===== config.mk =====
export PLATFORM = sky130hd
export DESIGN_NAME = xmint_if_stage
export DESIGN_NICKNAME = d
export VERILOG_FILES = /design/src/rtl/xmint_pkg.sv /design/src/rtl/xmint_fetch_fifo.sv /design/src/rtl/xmint_if_stage.sv
export SDC_FILE = /design/constraint.sdc
export NUM_CORES = 1
export LEC_CHECK = 0
export ABC_AREA = 1
export CAP_MARGIN = 20
export CORE_UTILIZATION = 25
export DETAILED_ROUTE_END_ITERATION = 7
export PLACE_DENSITY = 0.51
export SYNTH_ARGS = -nofsm -noshare
export SYNTH_HDL_FRONTEND = slang
export SYNTH_SLANG_ARGS = --single-unit

===== constraint.sdc =====
create_clock -name clk_i -period 12.9 [get_ports clk_i]
set_input_delay 2.58 -clock clk_i [delete_from_list [all_inputs] [get_ports clk_i]]
set_output_delay 2.58 -clock clk_i [all_outputs]
set_load 0.02 [all_outputs]

===== src/rtl/xmint_pkg.sv =====
// Shared types and helpers for the xmint instruction fetch stage.
package xmint_pkg;

  localparam logic [0:0] FETCH_IDLE = 1'b0;
  localparam logic [0:0] FETCH_REQ  = 1'b1;

  localparam logic [31:0] INSTR_ALIGN_MASK = 32'hFFFF_FFFC;

  typedef struct packed {
    logic        err;
    logic [31:0] pc;
    logic [31:0] rdata;
  } fetch_entry_t;

  localparam int unsigned FETCH_ENTRY_W = $bits(fetch_entry_t);

  // Hsiao SECDED(39,32) check bits
  function automatic logic [6:0] secded_39_32_enc(input logic [31:0] d);
    logic [6:0] c;
    c[0] = ^(d & 32'h2606_BD25);
    c[1] = ^(d & 32'hDEBA_8050);
    c[2] = ^(d & 32'h413D_89AA);
    c[3] = ^(d & 32'h3123_4ED1);
    c[4] = ^(d & 32'hC2C1_323B);
    c[5] = ^(d & 32'h2DCC_624C);
    c[6] = ^(d & 32'h9850_5586);
    return c;
  endfunction

endpackage


===== src/rtl/xmint_fetch_fifo.sv =====
// Synchronous FIFO with flush; push and pop may coincide, including when full.
module xmint_fetch_fifo
  import xmint_pkg::*;
#(
  parameter int unsigned DEPTH = 2,
  parameter int unsigned W     = FETCH_ENTRY_W,
  parameter int unsigned CW    = $clog2(DEPTH) + 1
) (
  input  logic          clk_i,
  input  logic          rst_i,
  input  logic          flush_i,
  input  logic          push_i,
  input  logic [W-1:0]  wdata_i,
  input  logic          pop_i,
  output logic [W-1:0]  rdata_o,
  output logic          full_o,
  output logic          empty_o,
  output logic [CW-1:0] count_o
);
  localparam int unsigned AW = $clog2(DEPTH);

  logic [W-1:0]  mem [DEPTH];
  logic [AW-1:0] wr_ptr, rd_ptr;
  logic          push_ok, pop_ok;

  assign empty_o = (count_o == '0);
  assign full_o  = (count_o == CW'(DEPTH));
  assign pop_ok  = pop_i & ~empty_o;
  assign push_ok = push_i & (~full_o | pop_ok);
  assign rdata_o = mem[rd_ptr];

  always_ff @(posedge clk_i) begin
    if (rst_i || flush_i) begin
      wr_ptr  <= '0;
      rd_ptr  <= '0;
      count_o <= '0;
    end else begin
      if (push_ok) wr_ptr <= wr_ptr + 1'b1;
      if (pop_ok)  rd_ptr <= rd_ptr + 1'b1;
      count_o <= count_o + CW'(push_ok) - CW'(pop_ok);
    end
  end

  always_ff @(posedge clk_i) begin
    if (push_ok) mem[wr_ptr] <= wdata_i;
  end

endmodule


===== src/rtl/xmint_if_stage.sv =====
// xmint instruction fetch: OBI request FSM, per-request PC queue, prefetch FIFO.
// Optional response integrity check enabled by XMINT_FETCH_INTG_CHECK_EN.
module xmint_if_stage
  import xmint_pkg::*;
#(
  parameter int unsigned FIFO_DEPTH = 2,
  parameter bit          RESET_HALT = 1'b0
) (
  input  logic        clk_i,
  input  logic        rst_i,
  input  logic [31:0] boot_addr_i,
  input  logic        fetch_enable_i,
  output logic        instr_req_o,
  input  logic        instr_gnt_i,
  output logic [31:0] instr_addr_o,
  input  logic        instr_rvalid_i,
  input  logic [31:0] instr_rdata_i,
  input  logic [6:0]  instr_rdata_intg_i,
  input  logic        instr_err_i,
  input  logic        redirect_i,
  input  logic [31:0] redirect_addr_i,
  output logic        fetch_valid_o,
  input  logic        fetch_ready_i,
  output logic [31:0] fetch_rdata_o,
  output logic [31:0] fetch_pc_o,
  output logic        fetch_err_o
);
  localparam int unsigned CW = $clog2(FIFO_DEPTH) + 1;

  logic [0:0]    state_q, state_d;
  logic [31:0]   fetch_addr_q, fetch_addr_d, req_addr_q, req_addr_d, base_addr;
  logic [CW-1:0] out_q, out_d, disc_q, disc_d, cnt_q, cnt_d;
  logic          halted_q, halted_d;
  logic          gnt_fire, resp_err, push, pop, issue_ok, head_valid, fifo_empty;
  logic [31:0]   resp_pc;
  fetch_entry_t  push_entry, head;
  logic          fifo_full_unused, pcq_full_unused, pcq_empty_unused;
  logic [CW-1:0] pcq_cnt_unused;

`ifdef XMINT_FETCH_INTG_CHECK_EN
  assign resp_err = instr_err_i | (secded_39_32_enc(instr_rdata_i) != instr_rdata_intg_i);
`else
  logic intg_unused;
  assign intg_unused = ^instr_rdata_intg_i;
  assign resp_err    = instr_err_i;
`endif

  assign gnt_fire   = (state_q == FETCH_REQ) & instr_gnt_i;
  assign head_valid = ~fifo_empty;
  // Responses arriving while discards are pending, or during a redirect, are stale.
  assign push       = instr_rvalid_i & (disc_q == '0) & ~redirect_i;
  assign pop        = head_valid & fetch_ready_i & ~redirect_i;
  assign push_entry = '{err: resp_err, pc: resp_pc, rdata: instr_rdata_i};

  assign cnt_d    = redirect_i ? '0 : cnt_q + CW'(push) - CW'(pop);
  assign out_d    = out_q + CW'(gnt_fire) - CW'(instr_rvalid_i);
  assign halted_d = redirect_i ? 1'b0 : ((push & resp_err) ? 1'b1 : halted_q);
  assign issue_ok = fetch_enable_i & ~halted_d &
                    (({1'b0, cnt_d} + {1'b0, out_d}) < (CW+1)'(FIFO_DEPTH));

  always_comb begin
    disc_d = disc_q;
    if (redirect_i)
      // an un-granted request still in flight is stale as well
      disc_d = out_d + CW'((state_q == FETCH_REQ) & ~instr_gnt_i);
    else if (instr_rvalid_i && disc_q != '0)
      disc_d = disc_q - 1'b1;
  end

  // fetch_addr is the next address to issue; req_addr holds the pending one.
  always_comb begin
    base_addr    = redirect_i ? (redirect_addr_i & INSTR_ALIGN_MASK) : fetch_addr_q;
    state_d      = state_q;
    req_addr_d   = req_addr_q;
    fetch_addr_d = base_addr;
    if ((state_q == FETCH_IDLE || gnt_fire) && issue_ok) begin
      state_d      = FETCH_REQ;
      req_addr_d   = base_addr;
      fetch_addr_d = base_addr + 32'd4;
    end else if (gnt_fire) begin
      state_d = FETCH_IDLE;
    end
  end

  always_ff @(posedge clk_i) begin
    if (rst_i) begin
      state_q      <= FETCH_IDLE;
      fetch_addr_q <= boot_addr_i & INSTR_ALIGN_MASK;
      req_addr_q   <= boot_addr_i & INSTR_ALIGN_MASK;
      out_q        <= '0;
      disc_q       <= '0;
      halted_q     <= RESET_HALT;
    end else begin
      state_q      <= state_d;
      fetch_addr_q <= fetch_addr_d;
      req_addr_q   <= req_addr_d;
      out_q        <= out_d;
      disc_q       <= disc_d;
      halted_q     <= halted_d;
    end
  end

  xmint_fetch_fifo #(.DEPTH(FIFO_DEPTH), .W(32), .CW(CW)) u_pc_q (
    .clk_i   (clk_i),
    .rst_i   (rst_i),
    .flush_i (1'b0),
    .push_i  (gnt_fire),
    .wdata_i (req_addr_q),
    .pop_i   (instr_rvalid_i),
    .rdata_o (resp_pc),
    .full_o  (pcq_full_unused),
    .empty_o (pcq_empty_unused),
    .count_o (pcq_cnt_unused)
  );

  xmint_fetch_fifo #(.DEPTH(FIFO_DEPTH), .W(FETCH_ENTRY_W), .CW(CW)) u_fifo (
    .clk_i   (clk_i),
    .rst_i   (rst_i),
    .flush_i (redirect_i),
    .push_i  (push),
    .wdata_i (push_entry),
    .pop_i   (pop),
    .rdata_o (head),
    .full_o  (fifo_full_unused),
    .empty_o (fifo_empty),
    .count_o (cnt_q)
  );

  assign instr_req_o   = (state_q == FETCH_REQ);
  assign instr_addr_o  = instr_req_o ? req_addr_q : fetch_addr_q;
  assign fetch_valid_o = head_valid;
  assign fetch_rdata_o = head_valid ? head.rdata : '0;
  assign fetch_pc_o    = head_valid ? head.pc : '0;
  assign fetch_err_o   = head_valid & head.err;

endmodule


# Yosys cells after proc, flatten, opt, wreduce, memory -nomap -nowiden
# Memories as Yosys holds them, arrays and structs flattened. A register that Yosys moved wholly into a read port is not among the register bits.
# Index checks and enable logic that the tools add are counted.
# W data, S select, Z words.
# op_classes
addsub	16
magnitude_cmp	1
n_eq_ne	2
n_mux	23
bitwise_logic	24
reduce_logical	11
# op_table
cell	count
$mux W32	8
$add A32 B3 Y32 const B	1
$and A1 B1 Y1	13
$mux W1	12
$add A2 B1 Y2	4
$reduce_bool A2 Y1	4
$sub A2 B1 Y2	4
$not A1 Y1	7
$logic_not A2 Y1	3
$mux W2	3
$add A1 B1 Y1 const B	4
$eq A2 B2 Y1 const B	2
$add A2 B2 Y3	1
$lt A3 B2 Y1 const B	1
$add A2 B2 Y2	1
$and A1 B2 Y2	1
$logic_and A1 B1 Y1	2
$logic_or A1 B1 Y1	2
$not A1 Y2	1
$or A1 B1 Y1	2
$sub A2 B1 Y2 const B	1
# word_totals
reg_bits	78
ramBits	194
output_inout_bits	99
memories	2
# memory_table
memory	words	word_bits	rd	rd_clocked_by_memory_dff	wr	line	rtl
u_fifo.mem	2	65	1	1	1	xmint_fetch_fifo.sv:22	logic [W-1:0] mem [DEPTH];
u_pc_q.mem	2	32	1	1	1	xmint_fetch_fifo.sv:22	

# Depth between registers and ports, before layout
# depth
word_depth	12
depth_mapped	19
ltp_nobuf	18

# Hierarchy
# From an unflattened synthesis, not the netlist that was laid out.
# hier_totals
hier_cells	1160
area_unflattened_um2	12936.2
# modules_own_cells
module	n_inst	cells_each	area_each_um2	seq_area_each_um2
xmint_fetch_fifo (u_fifo)	1	244	5166.2	4003.8
xmint_if_stage	1	779	5057.4	1701.6
xmint_fetch_fifo (u_pc_q)	1	137	2712.6	2021.9

# Worst setup path after synthesis
# OpenSTA, ideal clock, no wires.
# synth_path
kind	input to register
from	input redirect_i
to	memory u_fifo.mem[0][0] (netlist bit) (enable)
arrival_time_ns	5.807
setup_slack_ns	6.605
stages	5
path_buffers	2
path_cell_list	buf_6 buf_2 nor2_1 nand2_1 nor2_1
# synth_between
elab_chain_len	7
# synth_lines
item	line	rtl
start, declared	xmint_if_stage.sv:20	input logic redirect_i,
$not A1 Y1 *	xmint_if_stage.sv:51, xmint_if_stage.sv:52	
$and A1 B1 Y1	xmint_if_stage.sv:52	assign pop = head_valid & fetch_ready_i & ~redirect_i;
$and A1 B1 Y1	xmint_fetch_fifo.sv:28	assign pop_ok = pop_i & ~empty_o;
$or A1 B1 Y1	xmint_fetch_fifo.sv:29	assign push_ok = push_i & (~full_o | pop_ok);
$and A1 B1 Y1 *	xmint_fetch_fifo.sv:29	
$mux W1 *	xmint_fetch_fifo.sv:45	if (push_ok) mem[wr_ptr] <= wdata_i;
$mux W1 (not written as such) *	xmint_fetch_fifo.sv:45	
end, declared	xmint_fetch_fifo.sv:22	
# Every way passes the cells marked *; elsewhere a longest branch is shown, timed or not.

# Worst setup path in the final report
# layout_path
from	input redirect_i
to	register req_addr_q[3] (enable)
# layout_between
elab_chain_len	10
# layout_lines
item	line	rtl
$not A1 Y1	xmint_if_stage.sv:51, xmint_if_stage.sv:52	
$and A1 B1 Y1	xmint_if_stage.sv:51	assign push = instr_rvalid_i & (disc_q == '0) & ~redirect_i;
$add A2 B1 Y2 or $and A1 B1 Y1 (tied branches)	xmint_if_stage.sv:55, xmint_if_stage.sv:57	
$sub A2 B1 Y2 or $mux W1 (tied branches)	xmint_if_stage.sv:55, xmint_if_stage.sv:57	
$mux W2 or $mux W1 (tied branches)	xmint_if_stage.sv:55, xmint_if_stage.sv:57	
$add A2 B2 Y3 or $not A1 Y1 (tied branches)	xmint_if_stage.sv:59, xmint_if_stage.sv:58	
$lt A3 B2 Y1 or $and A1 B1 Y1 (tied branches)	xmint_if_stage.sv:59, xmint_if_stage.sv:58	
$and A1 B1 Y1 *	xmint_if_stage.sv:58	assign issue_ok = fetch_enable_i & ~halted_d &
$logic_and A1 B1 Y1 *	xmint_if_stage.sv:76	if ((state_q == FETCH_IDLE || gnt_fire) && issue_ok) begin
$reduce_bool A2 Y1 (no source line) *	-	
end signal, assigned	xmint_if_stage.sv:89	req_addr_q <= boot_addr_i & INSTR_ALIGN_MASK;
end signal, assigned	xmint_if_stage.sv:96	req_addr_q <= req_addr_d;
end, declared	xmint_if_stage.sv:31	logic [31:0] fetch_addr_q, fetch_addr_d, req_addr_q, req_addr_d, base_addr;
# Marks and branches as above.
# A chain may end at the register's enable or synchronous reset.

==> results summary <==
The die outline width is 222 microns. The adder-cell area share of the yosys netlist came out at 0.0130. The setup check on the worst reg-to-reg path leaves a slack of 8.58 ns. The kind of cell adding the most delay to the critical path is simple AND/OR/NAND/NOR gates. The top-level I/O count came out at 210. The longest clock path from root to sink contains 3 buffers. The maximum fanout encountered on the critical timing path came out at 30. After clock tree synthesis, the clock-pin slew on the worst setup and hold paths is 0.05 ns. The clock sink count is 274. The number of buffers inserted by hold repair at cts came out at 0. The most instantiated library cell after synthesis is nand2_1. TritonCTS built the clock tree.

The delay contributed by the slowest stage of the critical path is 0.69 ns. The H-tree was split into 2 levels. The final worst clock skew came out at 0.0278 ns. Walking the worst path, the cells encountered are buf_2 > buf_4 > inv_2 > nand2_1 > inv_1 > ha_1 > inv_1 > ha_1 > xor2_1 > nor2_1 > fa_1 > nor3b_1 > nand3_1 > buf_4 > nand2_2. The class of the most critical setup path is input pin to register. In this run, distinct cell masters in the synthesized netlist total 41. The area inside the core boundary is 47,800 sq um. The total of flip-flops plus latches after synthesis is 274. The flow ran to the end, and the final reports show no timing, DRC or antenna violations. For this configuration, the core starts out at a cell density of 0.254.

The multiplexer share of the synthesized area came out at 0.0305. By area the synthesized netlist is led by edfxtp_1, nand2_1, dfxtp_1. The leakage power figure came out at 5.90 nW.

The worst voltage drop across the vdd grid is 0.0000674 V. The die outline area came out at 49,500 sq um. The share of cells above drive strength 1 came out at 0.110. The die extent in y came out at 222 microns. The required time of the worst setup path is 13.04 ns. The detailed router finished its first iteration with 543 violations.

At the end of routability-driven placement, the weighted congestion stood at 0.823. Measured against its own limit, the worst slew margin works out to 0.381. The kind of launch point of the worst setup path is an input pin. The number of enable-type register cells in the synthesized netlist is 224. The number of diodes added for antenna fixing came out at 0.

The number of antenna violations at the first check in global routing came out at 0. The later pin in the worst-skew pair is clocked with a latency of 0.54 ns. The slowest stage of the critical path is the nand2_2 cell. After synthesis, the largest family of logic cells by area is simple AND/OR/NAND/NOR gates. Timing analysis after detailed placement gives a worst setup slack of 6.39 ns. The number of placement rows came out at 80. The detail route stage leaves a number of antenna-violating nets equal to 0. The area growth from synthesis to final layout came out at 30.5%. For this run, the leading register cell type out of synthesis is edfxtp_1.

The first-pass detailed-route iteration total came out at 4. The tightest min-delay check is of the register to register type. The summed negative setup slack over all endpoints came out at 0 ns.

The DRC violations left came out at 0. The minimum clock period is 5.88 ns. The share of the synthesized area in the top cell type is 0.554. The post-cts repair resize count is 0. The net count after synthesis came out at 1,312. Ranked by instance count, the synthesized netlist is headed by nand2_1, edfxtp_1, inv_1.

The mean instance size in the synthesized netlist is 10.2 sq um. The synthesized design spends more area on one cell type than any other, namely edfxtp_1. The final-stage net count came out at 1,506. The first global-routing pass estimated 51,900 microns of wire. The mapped cell area came out at 12,100 sq um. The final-report hold violation count came out at 0. The share of flip-flops with an asynchronous set or reset came out at 0. The power per unit of standard cell area is 155 nW/um^2. The number of cells on the critical path is 15. The via count normalized by instance count is 4.38.

Counting instances, the worst hold path has a depth of 2. The slew at the pin with the worst max-slew slack is 0.928 ns. TritonCTS created 34 clock buffers. The logic depth of the worst register-to-register path came out at 14. Setup repair after global routing left no endpoint under its margin. Max-cap violations in this run came to 0.

The post-DP HPWL came out at 22,700 microns. In the finished design, the share of the clock period the worst path needs comes to 0.456. The overall routing resource usage came out at 0.137. In the post-route analysis, the smallest setup slack over all paths is 7.02 ns. The count of port buffers added during placement came out at 198.

The number of buffers inserted to repair setup after CTS came out at 0. The fraction of the yosys area taken by sequential cells is 0.636. Counting every instance in the synthesized netlist gives 1,189. The compound-cell area share of the yosys netlist came out at 0.0700. The leftover overflow at the end of global routing is 0. Of the total synthesized cell area, the portion taken by AND, OR, NAND and NOR gates is 0.194. The worst setup path is captured at a register. The routed length per instance is 16.8 microns.

The number of slew-limit violations in the final report came out at 0. The number of inserted filler cells in the final layout came out at 4,847. Data arrives at the worst endpoint at 6.02 ns.

The post-detailed-routing wire length came out at 34,000 microns. Of the total synthesized cell area, the portion taken by XOR and XNOR cells is 0.00649. The number of buffer and inverter stages on the critical path is 6. The Yosys step of the flow raised 0 warnings. The maximum number of pins on one net before global-route repair came out at 77. The buffer type at the clock tree root is clkbuf_16.

The routed layout has 8,864 vias. The number of global-route vias before repair came out at 8,662. The final setup violation count came out at 0. The highest clock rate is 0.170 GHz.
cell type report:
cell class / count / area (sq um) / share of cell area
clock buffer: 44 / 898 / 0.0567
clock inverter: 18 / 185 / 0.0117
inverter: 92 / 345 / 0.0218
multi-input combinational: 768 / 3830 / 0.242
sequential: 274 / 7730 / 0.488
tap: 615 / 769 / 0.0486
timing repair buffer: 213 / 2080 / 0.132
report_power, final:
group          internal, W  switching (W)  leakage (nW)
logic             0.000165       0.000270          2.88
clock network     0.000556       0.000373         0.521
registers          0.00106      0.0000355          2.50
total              0.00178       0.000679          5.90
metrics by stage:
| step | utilization | cells | cell area, sq um | hold slack (ns) | power (W) |
|---|---|---|---|---|---|
| floorplan | - | 1189 | 12100 | 0.422 | 0.00136 |
| global placement | 0.308 | 1962 | 14800 | 0.434 | 0.00155 |
| detailed placement | 0.308 | 1962 | 14800 | 0.437 | 0.00156 |
| CTS | 0.331 | 2024 | 15800 | 0.441 | 0.00250 |
| global route | 0.331 | 2024 | 15800 | 0.471 | 0.00258 |
| finish | 0.331 | 2024 | 15800 | 0.445 | 0.00246 |
cells in the final DEF, fill, tap and decap left out, types with 2 or more instances in the layout:
master,count
nand2_1,374
edfxtp_1,224
clkdlybuf4s50_1,196
inv_1,86
nor2_1,74
a21oi_1,73
o21ai_0,57
dfxtp_1,48
nand3_1,44
clkbuf_16,34
mux2_2,32
nand4_1,17
nor2_2,15
buf_4,15
nand2_2,14
ha_1,11
clkbuf_1,9
o21ai_2,8
nor2_4,7
clkinv_1,7
xor2_1,6
o31ai_1,6
inv_2,5
o21ai_1,5
xnor2_1,3
nand3_2,3
o211ai_1,3
inv_6,3
bufinv_16,3
clkinv_2,3
or2_2,2
o21bai_1,2
nor3_1,2
dfxtp_2,2
clkinvlp_4,2
buf_2,2
final timing paths:
path | from | end
hold reg to reg | fetch_addr_q[0] | fetch_addr_q[0]
setup / recovery | redirect_i | req_addr_q[3]
hold / removal | fetch_addr_q[0] | fetch_addr_q[0]
setup reg to reg | u_fifo.count_o[1] | req_addr_q[3]
cells by family (layout without fill, tap and decap cells):
family,after synthesis,in the layout
flops,274,274
xor+xnor,9,9
fa+ha+maj,12,12
simple gates,557,557
mux,33,33
buf+inv,147,367
compound gates,157,157
routing by layer:
metal  up-vias  global-route usage  part of all wire
met5         -                   0                 0
met4         0              0.0447             0.024
met3        46              0.0298             0.049
met2       228               0.213              0.45
met1      4201               0.189              0.48
li1       4389                   -                 -
sequential cells by signal, indices dropped and copies added, names as in the netlist, named ones only:
| register | flops |
|---|---|
| disc_q | 2 |
| fetch_addr_q | 32 |
| halted_q | 1 |
| instr_req_o | 1 |
| out_q | 2 |
| req_addr_q | 32 |
| u_fifo.count_o | 2 |
| u_fifo.mem | 130 |
| u_fifo.rd_ptr | 1 |
| u_fifo.wr_ptr | 1 |
| u_pc_q.count_o | 2 |
| u_pc_q.mem | 64 |
| u_pc_q.rd_ptr | 1 |
| u_pc_q.wr_ptr | 1 |
worst min-delay path, stage by stage, from the launching register on:
cell,delay [ns]
dfxtp_1,0.29
inv_1,0.05
nor2_1,0.05
No activity file was read; power rests on OpenSTA's default activity.
